File: src/rtl/seq_divider.sv
// Radix-2 restoring integer divider, one quotient bit per clock.
// RISC-V DIV/DIVU/REM/REMU semantics including zero-divide and signed-overflow bypasses.
module seq_divider #(
  parameter int unsigned WIDTH = 32
) (
  input  logic             clk,
  input  logic             reset,
  input  logic             start,
  input  logic             is_signed,
  input  logic [WIDTH-1:0] a,
  input  logic [WIDTH-1:0] b,
  output logic             busy,
  output logic             done,
  output logic [WIDTH-1:0] quotient,
  output logic [WIDTH-1:0] remainder,
  output logic             div_by_zero
);

  localparam int unsigned CW = $clog2(WIDTH);
  localparam logic [WIDTH-1:0] MIN_NEG = {1'b1, {(WIDTH-1){1'b0}}};
  localparam logic [CW-1:0] CNT_LOAD = CW'(WIDTH - 1);

  typedef enum logic [1:0] {IDLE, CALC, FIX, DONE} state_t;

  state_t           state;
  logic [WIDTH-1:0] dvd;
  logic [WIDTH-1:0] rem;
  logic [WIDTH-1:0] dsr;
  logic [WIDTH-1:0] a_raw;
  logic [CW-1:0]    cnt;
  logic             neg_q;
  logic             neg_r;
  logic             zero_div;
  logic             ovf;

  logic             a_neg;
  logic             b_neg;
  logic [WIDTH-1:0] a_mag;
  logic [WIDTH-1:0] b_mag;
  logic             ovf_in;
  logic [WIDTH:0]   shifted;
  logic [WIDTH:0]   trial;
  logic [WIDTH-1:0] rem_next;
  logic [WIDTH-1:0] dvd_next;
  logic [WIDTH-1:0] q_fix;
  logic [WIDTH-1:0] r_fix;

  // Operand conditioning at capture plus one restoring-division step
  always_comb begin
    a_neg    = is_signed & a[WIDTH-1];
    b_neg    = is_signed & b[WIDTH-1];
    a_mag    = a_neg ? (~a + 1'b1) : a;
    b_mag    = b_neg ? (~b + 1'b1) : b;
    ovf_in   = is_signed && (a == MIN_NEG) && (b == '1);
    shifted  = {rem, dvd[WIDTH-1]};
    trial    = shifted - {1'b0, dsr};
    rem_next = trial[WIDTH] ? shifted[WIDTH-1:0] : trial[WIDTH-1:0];
    dvd_next = {dvd[WIDTH-2:0], ~trial[WIDTH]};
    q_fix    = neg_q ? (~dvd + 1'b1) : dvd;
    r_fix    = neg_r ? (~rem + 1'b1) : rem;
  end

  // Control FSM, datapath registers and registered outputs.
  // busy/done are registered from the previous state, so each trails the
  // state by one cycle: done pulses on the cycle after DONE is entered.
  always_ff @(posedge clk or negedge reset) begin
    if (!reset) begin
      state       <= IDLE;
      busy        <= 1'b0;
      done        <= 1'b0;
      quotient    <= '0;
      remainder   <= '0;
      div_by_zero <= 1'b0;
      dvd         <= '0;
      rem         <= '0;
      dsr         <= '0;
      a_raw       <= '0;
      cnt         <= '0;
      neg_q       <= 1'b0;
      neg_r       <= 1'b0;
      zero_div    <= 1'b0;
      ovf         <= 1'b0;
    end else begin
      busy <= (state == CALC) || (state == FIX);
      done <= (state == DONE);
      case (state)
        IDLE, DONE: begin
          if (start) begin
            a_raw    <= a;
            neg_q    <= a_neg ^ b_neg;
            neg_r    <= a_neg;
            dvd      <= a_mag;
            dsr      <= b_mag;
            rem      <= '0;
            cnt      <= CNT_LOAD;
            zero_div <= (b == '0);
            ovf      <= ovf_in;
            state    <= ((b == '0) || ovf_in) ? FIX : CALC;
          end else begin
            state <= IDLE;
          end
        end
        CALC: begin
          dvd <= dvd_next;
          rem <= rem_next;
          cnt <= cnt - 1'b1;
          if (cnt == '0) state <= FIX;
        end
        FIX: begin
          if (zero_div) begin
            quotient    <= '1;
            remainder   <= a_raw;
            div_by_zero <= 1'b1;
          end else if (ovf) begin
            quotient    <= a_raw;
            remainder   <= '0;
            div_by_zero <= 1'b0;
          end else begin
            quotient    <= q_fix;
            remainder   <= r_fix;
            div_by_zero <= 1'b0;
          end
          state <= DONE;
        end
        default: state <= IDLE;
      endcase
    end
  end

endmodule

File: config.mk
export PLATFORM = sky130hd
export DESIGN_NAME = seq_divider
export DESIGN_NICKNAME = d
export VERILOG_FILES = /design/src/rtl/seq_divider.sv
export SDC_FILE = /design/constraint.sdc
export NUM_CORES = 1
export LEC_CHECK = 0
export BUFFER_PORTS_ARGS = -buffer_cell sky130_fd_sc_hd__buf_2
export CELL_PAD_IN_SITES_DETAIL_PLACEMENT = 0
export CELL_PAD_IN_SITES_GLOBAL_PLACEMENT = 1
export CORE_ASPECT_RATIO = 1.25
export CORE_MARGIN = 3
export CORE_UTILIZATION = 42
export CTS_BUF_LIST = sky130_fd_sc_hd__clkbuf_4
export DETAILED_ROUTE_END_ITERATION = 6
export GPL_TIMING_DRIVEN = 0
export PLACE_DENSITY_LB_ADDON = 0.1
export SYNTH_ARGS = -nofsm -noshare
export SYNTH_HDL_FRONTEND = slang
export SYNTH_SLANG_ARGS = --single-unit
export TNS_END_PERCENT = 100
File: constraint.sdc
create_clock -name clk -period 2.92 [get_ports clk]
set_input_delay 0.584 -clock clk [delete_from_list [all_inputs] [get_ports clk]]
set_output_delay 0.584 -clock clk [all_outputs]
set_load 0.05 [all_outputs]
# == Word-level counts from Yosys, hierarchy flattened ==
# Cells that the tools add are included.
# word_totals
out_inout_bits,67
reg_bits,206
# op_classes
reduce_logical,11
eq_ne,7
n_mux,20
n_bitwise,8
add_sub_neg,6
# ops
cell,n
$mux 32,11
$add 32x1->32 const B,4
$not 32->32,4
$pmux 32 s2,2
$eq 32x32->1 const B,2
$sub 33x32->33,1
$logic_not 32->1,1
$pmux 5 s2,1
$mux 2,3
$pmux 2 s3,1
$logic_not 5->1,1
$mux 5,1
$sub 5x1->5 const B,1
$eq 2x2->1 const B,2
$reduce_and 2->1,2
$and 1x1->1,2
$eq 2x1->1 const B,1
$logic_and 1x1->1,2
$logic_not 2->1,1
$logic_or 1x1->1,2
$ne 2x1->1 const B,1
$ne 2x2->1 const B,1
$reduce_bool 2->1,1
$reduce_or 2->1,1
3 further kinds,3

# == Longest topological paths before layout ==
# Gate-level depths: netlist of the first run.
# logic_depth
word_depth,7
ltp_mapped,13

# == Worst setup path after synthesis of the first run ==
# OpenSTA, ideal clock, no wires.
# synth_timing
kind,reg2reg
from,register dvd[31]
to,register rem[22]
period_less_slack_ns,3.228
path_stages_with_launch,14
setup_slack_ns,-0.308
required_time_ns,2.794
arrival_time_ns,3.102
setup_time_ns,0.126
path_buffers,1
cell_sequence,dfrtp_1 -> inv_1 -> ha_1 -> fa_1 -> nor2b_1 -> o31a_1 -> o22ai_1 -> o31ai_2 -> a21oi_1 -> a211oi_2 -> xor2_2 -> buf_2 -> nor2_1 -> a221o_1
# synth_via
elab_chain_len,3
# synth_lines
item,line_no,source
start: declaration,26,logic [WIDTH-1:0] dvd;
start signal: assignment,92,dvd <= a_mag;
start signal: assignment,104,dvd <= dvd_next;
$sub 33x32->33,56,"trial = shifted - {1'b0, dsr};"
$mux 32,57,rem_next = trial[WIDTH] ? shifted[WIDTH-1:0] : trial[WIDTH-1:0];
$pmux 32 s2,86,case (state)
end signal: assignment,105,rem <= rem_next;
end: declaration,27,logic [WIDTH-1:0] rem;
# No other way between the ends.
# A chain may end at the register's enable or synchronous reset.

# == Final worst setup path of the first run ==
# layout_timing
from,register dvd[31]
to,register rem[18]
# Same word-level chain as after synthesis.

==> results of run 1 <==
-- worst paths after layout --
check | cells past startpoint | end
min | 2 | a_raw[27]
max in group asynchronous | 3 | rem[8]
max reg2reg | 14 | rem[18]
min in group asynchronous | 2 | dvd[9]
min reg2reg | 2 | dsr[25]
max | 14 | rem[18]
-- worst max-delay path, cell delays in order, from the launching register on --
cell	delay [ns]
dfrtp_1	0.39
inv_4	0.07
ha_4	0.17
fa_2	0.37
nor2b_2	0.16
o31a_1	0.22
o22ai_4	0.12
o31ai_4	0.30
a21oi_4	0.11
a211oi_4	0.32
xor2_4	0.23
buf_6	0.16
buf_12	0.15
mux2i_1	0.20
o21ai_1	0.08
-- placed cells by master, fill, tap and decap left out, drive strengths merged, types with 7 or more instances in the layout --
| cell type | Yosys | layout |
|---|---|---|
| a21o | 11 | 11 |
| a21oi | 157 | 157 |
| a31oi | 9 | 9 |
| and3 | 29 | 29 |
| buf | 10 | 158 |
| clkbuf | 73 | 150 |
| dfrtp | 206 | 206 |
| ha | 42 | 42 |
| inv | 58 | 59 |
| mux2 | 36 | 36 |
| mux2i | 36 | 36 |
| nand2 | 171 | 171 |
| nand2b | 10 | 10 |
| nand3 | 14 | 14 |
| nand4 | 14 | 14 |
| nor2 | 147 | 147 |
| nor2b | 7 | 7 |
| nor3 | 29 | 29 |
| nor4 | 12 | 12 |
| o21ai | 180 | 180 |
| o22a | 7 | 7 |
| o22ai | 13 | 13 |
| o31ai | 21 | 21 |
| o41ai | 18 | 18 |
| or3 | 14 | 14 |
| or4 | 15 | 15 |
| xnor2 | 61 | 61 |
| xor2 | 84 | 84 |
-- logic make-up (layout without fill, tap and decap cells) --
group	Yosys count	count (layout)	synth area share
xor gates and xnor gates	145	145	0.09723
AOI/OAI and AO/OA	460	460	0.2035
and+or+nand+nor	473	473	0.1647
other	0	1	0
muxes	72	72	0.05828
buffers and inverters	142	371	0.04247
adders and majority gates	43	43	0.04152
DFF	206	206	0.3923
-- metrics by stage --
stage	util	setup TNS, ns	hold WS (ns)
6_report	0.5033	-7.351	0.1777
5_1_grt	0.5033	-11.60	0.1468
4_1_cts	0.5008	-9.545	0.1056
3_5_place_dp	0.4728	-33.71	0.4725
3_3_place_gp	0.4715	-511.63	0.4654
2_1_floorplan	-	-2.689	0.2884
-- per-layer routing --
| layer | wire, um | vias to the layer above | track usage |
|---|---|---|---|
| li1 | - | 5864 | - |
| met1 | 17410 | 5958 | 0.3090 |
| met2 | 24980 | 343 | 0.5262 |
| met3 | 2024 | 116 | 0.03718 |
| met4 | 2186 | 0 | 0.1236 |
| met5 | 0 | - | 0 |
-- final cells by class --
cell class | instances | share of cell area
diodes | 1 | 0.0001632
well taps | 401 | 0.03272
clock buffers | 80 | 0.03916
inverters | 59 | 0.01461
plain buffers | 80 | 0.02350
repair buffers | 149 | 0.05410
clock inverters | 3 | 0.003101
multi-input cells | 1193 | 0.4964
flip-flops and latches | 206 | 0.3362
-- timing repair --
action	4_1_cts	5_1_grt
hold endpoints to repair	84	0
pin swaps	6	5
resized for setup	32	15
setup buffers	9	5
setup endpoints to repair	47	78
hold buffers	1	0
-- sequential cells by signal, summed over array words and instances (netlist names) --
register     flops
a_raw           32
quotient        32
dsr             32
state            2
busy             1
dvd             32
remainder       32
zero_div         1
neg_r            1
div_by_zero      1
cnt              5
rem             32
ovf              1
done             1
neg_q            1
-- where the power goes --
part / total (mW) / leakage [nW] / internal, mW / switching, mW
Clock: 2.54 / 0.391 / 1.32 / 1.22
Combinational: 8.85 / 3.91 / 2.79 / 6.06
Sequential: 5.02 / 2.56 / 3.96 / 1.06
Total: 16.4 / 6.86 / 8.07 / 8.34
==> results.cfg, run 1 <==
[placed_design]
dpl_cell_area_um2 = 14410
dp_cells = 2076
port-buffer-count = 133
hpwlAfterDp_um = 36700
place_congestion = 0.9350
place_ws_ns = -1.033

[worst_setup_path]
r2r_setup_slack_ns = -0.27
crit_type = flip-flop to flip-flop
endpoint_kind = flip-flop
rr_startpoint = dvd[31]
startpoint = dvd[31]
worstPathRequired_ns = 3.49
cp_max_fo = 10
arrival_ns = 3.76
start_kind = flip-flop

[die]
ios = 135
coreArea_um2 = 30470
start_util = 0.4312
fp.dieW_um = 164.2
rows = 71
die_h_um = 203.7
die-area_um2 = 33450

[clock_tree]
cts_tree = built
cts_root_buffer = clkbuf_4
cts-buffers-inserted = 54
cts_sinks = 206
clockBufferDepth = 3
clk_pin_slew_worst_paths_ns = 0.06
h-tree-depth = 2
clk_latency_ns = 0.74

[status]
status = complete, but fails checks
violations = negative setup slack

[logic_synthesis]
synthCells = 1541
yosysTopAreaCellShare = 0.3923
syn_nets = 1652
synth_area_um2 = 13140
synth_top_area_cell = dfrtp_1
avgSynthCellArea_um2 = 8.526
async_reset_ff_frac = 1.000
synthTopCellsByArea = dfrtp_1 39%, o21ai_0 6.6%, a21oi_1 6.0%
ys_ff_latch = 206
synth_cell_types = 69
synthTopCellsByCount = 206 x dfrtp_1, 172 x o21ai_0, 171 x nand2_1, 157 x a21oi_1, 147 x nor2_1
yosysWarnings = 0
yosys_most_used_dff = dfrtp_1
yosysMostFrequentCell = dfrtp_1
yosysSeqAreaShare = 0.3923
synth-edff-count = 0

[timing]
finalHoldViolations = 0
worst_pin_slew_ns = 1.234
skew_ns = 0.05681
rsz0062_at_grt = yes
max_freq_mhz = 313.8
drv_slew = 0
finalCritPeriodShare = 1.091
worst_slack_ns = -0.2667
setup_viol = 34
min_period_ns = 3.187
timing.slew.headroom = 0.1773

[detailed_routing]
wire_per_inst_um = 21.46
drc = 0
drtAntennaViolNets = 0
viasPerCell = 5.654
vias = 12281
dr.pass1.iters = 5
dr.first_iter.drc_count = 684
drt_wl_total_um = 46600

[power_and_ir_drop]
ir_drop_v = 0.0005551
p_total_mw = 16.41
power_density_nw_per_um2 = 1070
p_leak_nw = 6.858

[grt]
grt_pass1_vias = 12463
grt_util_all_layers = 0.2797
grt_start_max_net_pins = 123
overflow = 0
antenna_found_initial = 1
grt_pass1_wl_um = 71190

[final_layout]
register_area_um2 = 5156
multi_input_area_um2 = 7612
layout-drive-gt1-share = 0.1768
final_cell_area_um2 = 15330
area_growth_pct = 16.71
nets = 1854
fin_cells = 2172
nFillCells = 3079

[run]
maxCapViolations = 0

[worst_hold_path]
hp-class = primary input to flip-flop
holdCritStartpoint = a[27]
No activity file was read; power rests on OpenSTA's default activity.
==> run 2: changes to the inputs <==
--- a/config.mk
+++ b/config.mk
@@ -9,8 +9,7 @@
 export CELL_PAD_IN_SITES_DETAIL_PLACEMENT = 0
 export CELL_PAD_IN_SITES_GLOBAL_PLACEMENT = 1
 export CORE_ASPECT_RATIO = 1.25
-export CORE_MARGIN = 3
-export CORE_UTILIZATION = 42
+export CORE_UTILIZATION = 40
 export CTS_BUF_LIST = sky130_fd_sc_hd__clkbuf_4
 export DETAILED_ROUTE_END_ITERATION = 6
 export GPL_TIMING_DRIVEN = 0
==> constraint.sdc (replaced) <==
create_clock -name clk -period 3.1 [get_ports clk]
set_input_delay 0.62 -clock clk [delete_from_list [all_inputs] [get_ports clk]]
set_output_delay 0.62 -clock clk [all_outputs]
set_load 0.05 [all_outputs]
==> results.cfg, run 2 (synthesized netlist as in run 1, its figures left out) <==
[final_layout]
area_growth_pct = 18.99
fin_util = 0.4876
nFillCells = 3262
layout_common_cells = 201 x dfrtp_1, 170 x nand2_1, 156 x a21oi_1, 156 x o21ai_0, 146 x nor2_1
multi_input_area_um2 = 7667
layout-drive-gt1-share = 0.1850
nets = 1868
final_cell_area_um2 = 15630
register_area_um2 = 5161
final_common_cell = dfrtp_1

[die]
die-area_um2 = 33580
die_h_um = 204.6
rows = 73
fp.dieW_um = 164.1
ios = 135
start_util = 0.4098
coreArea_um2 = 32060

[worst_hold_path]
hp-class = primary input to flip-flop

[placed_design]
place_congestion = 0.9268
hpwlAfterDp_um = 37350
dpl_cell_area_um2 = 14430
port-buffer-count = 133

[power_and_ir_drop]
ir_drop_v = 0.0006611
swShare = 0.5115
pwr-share-comb = 0.537
p_leak_nw = 6.969
power_density_nw_per_um2 = 995.0
clockPowerShare = 0.158
p_total_mw = 15.55
intPower_mw = 7.599
switchingPower_mw = 7.956
pwr-share-seq = 0.305

[grt]
grt_pass1_vias = 12473
grt_start_max_net_pins = 88
overflow = 0
antenna_found_initial = 1
grt_util_all_layers = 0.2893
grt_pass1_wl_um = 72420

[detailed_routing]
wire_per_inst_um = 21.64
drtAntennaViolNets = 0
vias = 12278
drt_wl_total_um = 47880
viasPerCell = 5.548
drc = 0
dr.pass1.iters = 5
dr.first_iter.drc_count = 611

[clock_tree]
cts_tree = built
cts-buffers-inserted = 57
cts_sinks = 206
clk_pin_slew_worst_paths_ns = 0.07
clockBufferDepth = 3
cts_root_buffer = clkbuf_4
h-tree-depth = 2
clk_latency_ns = 0.74

[timing]
timing.slew.headroom = 0.08661
max_freq_mhz = 309.6
setup_viol = 34
finalCritPeriodShare = 1.042
holdWs_ns = 0.1932
worst_pin_slew_ns = 1.370
min_period_ns = 3.230
worst_slack_ns = -0.1299
drv_slew = 0
rsz0062_at_grt = yes
finalHoldViolations = 0
skew_ns = 0.04027

[worst_setup_path]
cp_top_family = compound AO/OA/AOI/OAI gates
start_kind = flip-flop
arrival_ns = 3.87
worstPathRequired_ns = 3.74
endpoint_kind = flip-flop
cp_num_buf_inv = 4
worst_path_max_delay_cell = dfrtp_1
cp_max_fo = 5
max_stage_delay_ns = 0.40
crit_chain = inv_4 -> ha_4 -> fa_2 -> nor2b_2 -> o31a_1 -> o22ai_4 -> o31ai_4 -> a21oi_4 -> a211oi_4 -> xor2_4 -> buf_6 -> buf_4 -> clkbuf_16 -> nand2_4 -> o21ai_2
crit_type = flip-flop to flip-flop

[run]
maxCapViolations = 0

[status]
violations = negative setup slack
status = complete, but fails checks
## run 2: changes by cell type in the layout (fill, tap and decap cells not counted), sizes merged
cell / change
inv: -1
clkinv: +23
clkinvlp: +1
clkbuf: -2
buf: +9
## run 2: per-layer routing
layer | vias up | GRT usage | part of all wire
li1 | 5910 | - | -
met1 | 5945 | 0.3104 | 0.37
met2 | 306 | 0.5396 | 0.53
met3 | 117 | 0.03968 | 0.043
met4 | 0 | 0.1567 | 0.052
met5 | - | 0 | 0
## run 2: worst paths after layout
path                               from         to  slack [ns]  depth (start not counted)
worst max-delay path            dvd[31]    rem[29]       -0.13                         15
max in group asynchronous         reset    rem[24]        1.85                          3
min in group asynchronous         reset       done        0.40                          2
worst max register to register  dvd[31]    rem[29]       -0.13                         15
worst min register to register   dsr[3]     dsr[3]        0.48                          2
worst min-delay path              a[11]  a_raw[11]        0.19                          2
## run 2: power groups by stage
stage                     registers [mW]  clock network, mW  logic (mW)
after floorplan                     5.51                  0        4.64
after global placement              4.74                  0        8.14
after detailed placement            4.76                  0        8.20
after CTS                           4.72               2.54        8.33
after global routing                4.86               2.67        9.21
final                               4.74               2.46        8.36
## run 2: per-stage QoR
step	worst slack (ns)	setup TNS (ns)	cells
finish	-0.1299	-2.977	2213
detailed placement	-0.9755	-27.67	2088
floorplan	0.02880	0	1541
global route	-0.2518	-7.348	2213
CTS	-0.1425	-3.403	2208
global placement	-2.267	-491.72	2086
## run 2: layout make-up
cell class | count | share of cell area
clock buffer | 76 | 0.03649
sequential | 206 | 0.3301
timing repair buffer | 159 | 0.06331
inverter | 59 | 0.01433
multi-input combinational | 1193 | 0.4904
tap | 412 | 0.03297
antenna | 1 | 0.0001601
buffer | 81 | 0.02377
clock inverter | 26 | 0.008403
## run 2: timing repair
item | 4_1_cts | 5_1_grt
pin swaps | 14 | 9
hold buffers | 1 | 0
resized for setup | 53 | 28
hold endpoints to repair | 47 | 0
setup endpoints to repair | 39 | 52
buffers inserted | 15 | 5
gates cloned | 2 | 1
